**src/rtl/reg_arb2.sv**
```systemverilog
// Round-robin arbiter sharing a single-port register file between requesters A and B.
// Each grant is one service cycle followed by a registered ack pulse carrying the pre-write data.
module reg_arb2 #(
    parameter int AW = 4,
    parameter int DW = 4
) (
    input  logic          clk,
    input  logic          rst,
    input  logic          a_req,
    input  logic          a_wr,
    input  logic [AW-1:0] a_addr,
    input  logic [DW-1:0] a_wdata,
    output logic          a_ack,
    output logic [DW-1:0] a_rdata,
    input  logic          b_req,
    input  logic          b_wr,
    input  logic [AW-1:0] b_addr,
    input  logic [DW-1:0] b_wdata,
    output logic          b_ack,
    output logic [DW-1:0] b_rdata,
    output logic          rf_we,
    output logic [AW-1:0] rf_addr,
    output logic [DW-1:0] rf_dati,
    input  logic [DW-1:0] rf_dato,
    output logic          busy
);

    typedef enum logic [1:0] {IDLE, SERV_A, SERV_B} state_t;

    state_t state, state_nxt;
    logic   last;  // 0 = A served last, 1 = B served last
    logic   a_eff, b_eff;

    // A requester is not eligible in its own ack cycle, so a held req is not re-granted early.
    assign a_eff = a_req & ~a_ack;
    assign b_eff = b_req & ~b_ack;

    always_ff @(posedge clk or posedge rst) begin
        if (rst) begin
            state   <= IDLE;
            last    <= 1'b1;
            a_ack   <= 1'b0;
            b_ack   <= 1'b0;
            a_rdata <= '0;
            b_rdata <= '0;
        end else begin
            state <= state_nxt;
            a_ack <= (state == SERV_A);
            b_ack <= (state == SERV_B);
            if (state == SERV_A) begin
                a_rdata <= rf_dato;
                last    <= 1'b0;
            end
            if (state == SERV_B) begin
                b_rdata <= rf_dato;
                last    <= 1'b1;
            end
        end
    end

    always_comb begin
        state_nxt = IDLE;
        case (state)
            IDLE: begin
                if (a_eff && b_eff) state_nxt = last ? SERV_A : SERV_B;
                else if (a_eff)     state_nxt = SERV_A;
                else if (b_eff)     state_nxt = SERV_B;
                else                state_nxt = IDLE;
            end
            // The other side's raw req is used here: its ack, if any, belongs to an older access.
            SERV_A:  state_nxt = b_req ? SERV_B : IDLE;
            SERV_B:  state_nxt = a_req ? SERV_A : IDLE;
            default: state_nxt = IDLE;
        endcase
    end

    always_comb begin
        rf_we   = 1'b0;
        rf_addr = '0;
        rf_dati = '0;
        busy    = 1'b0;
        case (state)
            SERV_A: begin
                rf_we   = a_wr;
                rf_addr = a_addr;
                rf_dati = a_wdata;
                busy    = 1'b1;
            end
            SERV_B: begin
                rf_we   = b_wr;
                rf_addr = b_addr;
                rf_dati = b_wdata;
                busy    = 1'b1;
            end
            default: ;
        endcase
    end

endmodule

```
**config.mk**
```make
export PLATFORM = sky130hd
export DESIGN_NAME = reg_arb2
export DESIGN_NICKNAME = d
export VERILOG_FILES = /design/src/rtl/reg_arb2.sv
export SDC_FILE = /design/constraint.sdc
export NUM_CORES = 1
export LEC_CHECK = 0
export ABC_AREA = 0
export BUFFER_PORTS_ARGS = -buffer_cell sky130_fd_sc_hd__buf_2
export CAP_MARGIN = 10
export CORE_MARGIN = 3
export CORE_UTILIZATION = 47
export CTS_BUF_LIST = sky130_fd_sc_hd__clkbuf_2 sky130_fd_sc_hd__clkbuf_4 sky130_fd_sc_hd__clkbuf_8
export CTS_CLUSTER_DIAMETER = 40
export DETAILED_ROUTE_END_ITERATION = 6
export HOLD_SLACK_MARGIN = 0.03
export PLACE_DENSITY = 0.88
export SLEW_MARGIN = 20
export SYNTH_ARGS = -nofsm -noshare
export SYNTH_HDL_FRONTEND = slang
export SYNTH_SLANG_ARGS = --single-unit
```
**constraint.sdc**
```tcl
create_clock -name clk -period 2.8 [get_ports clk]
set_input_delay 0.42 -clock clk [delete_from_list [all_inputs] [get_ports clk]]
set_output_delay 0.42 -clock clk [all_outputs]
set_load 0.01 [all_outputs]
```
==> summary.md <==
| Metric | Value |
|---|---|
| Status | complete, no violations |
| Largest net degree at the start of global routing | 18 |
| Top cells by area, synth | dfrtp_1 (41%), a22oi_1 (9.1%), mux2_4 (8.1%), mux2_2 (7.6%), nor2b_1 (7.6%) |
| Syn_area_per_cell | 12.1 µm² |
| TritonCTS Buffers | 3 |
| Critical path's largest stage delay | 0.62 ns |
| Core box area | 0.00138 mm² |
| Total wire length | 1600 µm |
| Final Cycle Share | 81.2% |
| Complex-gate fraction of the synthesized area | 13.2% |
| Hold Vio Cnt, Final | 0 |
| Grt ovf | 0 |
| Overall global routing resource usage | 16.0% |
| Worst-Margin Slew | 0.713 ns |
| Reg-to-Reg Start | state[0] |
| CP arrival | 1.85 ns |
| CP startpoint kind | register |
| Initial antenna violation count | 0 |
| R2R Setup Slk | 1.06 ns |
| Most frequent cells in the layout | buf_2 (45), dfrtp_1 (12), a22oi_1 (9), nor2b_1 (9), inv_1 (7) |
| Kind of critical path | reg2out |
| # nets final | 137 |
| Buffers on Ports | 45 |
| Post-CTS Resized | 0 |
| Register-to-Register Path Depth | 4 |
| Via density | 4.94 |
| First-pass GRT wire length | 2480 µm |
| Largest buffer count on any clock path | 2 |
| CP Max Fanout | 17 |
| Count of different cell masters after synthesis | 15 |
| CP Launch Point | state[0] |
| Most common cell after layout, fill and taps aside | buf_2 |
| Vias in the first global route | 608 |
| Final ANT Viol Nets | 0 |
| RSZ-0062 raised after global routing | false |
| CP required | 2.38 ns |
| Core Util, Final | 71.2% |
| Max Cap Violations | 0 |
| Tmin final | 2.27 ns |
| # H-tree levels | 1 |
| Yosys top cell by area | dfrtp_1 |
| Row count | 13 |
| Worst setup path end | rf_addr[3] |
| Clk Latency, worst-skew pair | 0.27 ns |
| Mapped Area | 741 µm² |
| Synth Instances | 61 |
| Setup Skew | 0.00600 ns |
| Vias | 598 |
| Largest family of logic cells by synthesized area | multiplexers |
| Post-CTS setup buffer count | 0 |
| Sink Count | 13 |
| Fin. max-slew vios | 0 |
| Post-DP Area | 955 µm² |
| Sequential area share after synthesis | 44.1% |
| FF/Latch Area | 327 µm² |
| Dpl cells | 117 |
| Final HPWL DP | 1260 µm |
| CTS Hold Bufs | 0 |
| Reg-to-reg endpoint | state[0] |
| Synth Area in Adders | 6.76% |
| Fin Setup TNS | 0 ns |
| Die area | 0.00209 mm² |
| Slowest stage cell, crit path | ha_1 |
| WL/cell | 13.2 µm |
| Maximum clock rate | 440 MHz |
| Syn_nets | 91 |
| Io pins | 46 |
| Residual DRC | 0 |
| Max-slew headroom | 52.5% |
| Yosys Warn Count | 0 |
| Lkg Pwr | 0.518 nW |
| Setup-failing EPs final | 0 |
| #FFs+latches synth | 13 |
| Initial Utilization | 53.6% |
| Pre-antenna DRT Iters | 2 |
| Iter 0 DRT Violations | 8 |
| Worst ir drop on vdd | 0.637 mV |
| CP Cell Sequence | inv_1 > ha_1 > a22oi_1 > nor2b_1 > buf_2 |
| Die Wd | 45.7 µm |
| Layout area overhead | 32.9% |
| # fillers | 108 |
| PwrDens | 1090 mW/mm² |
| CTS Root Cell | clkbuf_4 |
| Non-filler instance count after layout | 121 |
| TritonCTS clock tree | yes |
| Clk pin slew, worst setup/hold paths | 0.08 ns |
| # diodes | 0 |
| Synth top area share | 40.5% |
| RD Place Congestion | 0.678 |
| Post-synthesis mux area share | 15.7% |
| Post-Synth Simple-Gate Area | 12.7% |
| Die height | 45.7 µm |
| Worst hold path type | in2async |
| Area occupied by multi-input gates | 358 µm² |
| Xor/xnor cell area share of the yosys netlist | 0% |
| Final Instance Area | 985 µm² |
| Share of layout cells above drive strength 1 | 58.5% |
| Worst setup EP type | output pin |
where the power goes:
part | switching [mW] | internal, mW
sequential | 0.0537 | 0.283
combinational | 0.293 | 0.319
clock | 0.0551 | 0.0647
total | 0.402 | 0.667
worst max-delay path: cells and delay by family (launching register included):
family | cells | cell delay [ns]
AOI/OAI and AO/OA | 1 | 0.19
adders and majority gates | 1 | 0.62
and+or+nand+nor | 1 | 0.14
buffers and inverters | 2 | 0.23
DFF | 1 | 0.40
cell usage after synthesis:
library cell and instances:
nor4b_2 1, dfrtp_1 12, inv_1 7, mux2_2 5, nor2b_1 9, dfstp_2 1
nand2b_1 2, a22oi_1 9, clkbuf_1 1, mux2_4 4, ha_1 4, nor4bb_1 1
buf_6 1, buf_4 2, a2111oi_2 2
final cells by class:
type,count,area share [%]
multi-input cells,37,36.3
repair buffers,45,22.9
inverters,7,2.67
well taps,15,1.91
clock buffers,4,3.05
flip-flops and latches,13,33.2
cells by family (layout without fill, tap and decap cells):
logic type,Yosys count,count (layout)
mux,9,9
fa+ha+maj,4,4
buf+inv,11,56
simple gates,13,13
compound gates,11,11
flops,13,13
registers in the layout, summed over array words and instances (netlist names):
register / cells
a_rdata: 4
b_rdata: 4
state: 2
a_ack: 1
b_ack: 1
last: 1
stage by stage:
| stage | power [mW] | setup slack, ns | hold WS [ns] |
|---|---|---|---|
| CTS | 1.08 | 0.482 | 0.164 |
| finish | 1.07 | 0.526 | 0.148 |
| global route | 1.16 | 0.347 | 0.192 |
| floorplan | 0.789 | 1.18 | 0.296 |
| detailed placement | 0.964 | 0.780 | 0.456 |
| global placement | 0.939 | 0.874 | 0.442 |
per-layer routing:
metal	vias up	routed length, µm	global-route usage [%]
li1	303	-	-
met1	258	616	18.3
met2	37	769	30.4
met3	0	217	3.16
met4	0	0	3.41
met5	-	0	0
how the worst min path moves through the flow:
| stage | startpoint | end | slack [ns] |
|---|---|---|---|
| after floorplan | rst | a_ack | 0.30 |
| after global placement | rst | a_rdata[3] | 0.44 |
| after detailed placement | rst | a_rdata[3] | 0.46 |
| after CTS | rst | a_rdata[1] | 0.16 |
| after global routing | rst | a_rdata[3] | 0.19 |
| final | rst | a_rdata[1] | 0.15 |
(Power assumes the default switching activity.)
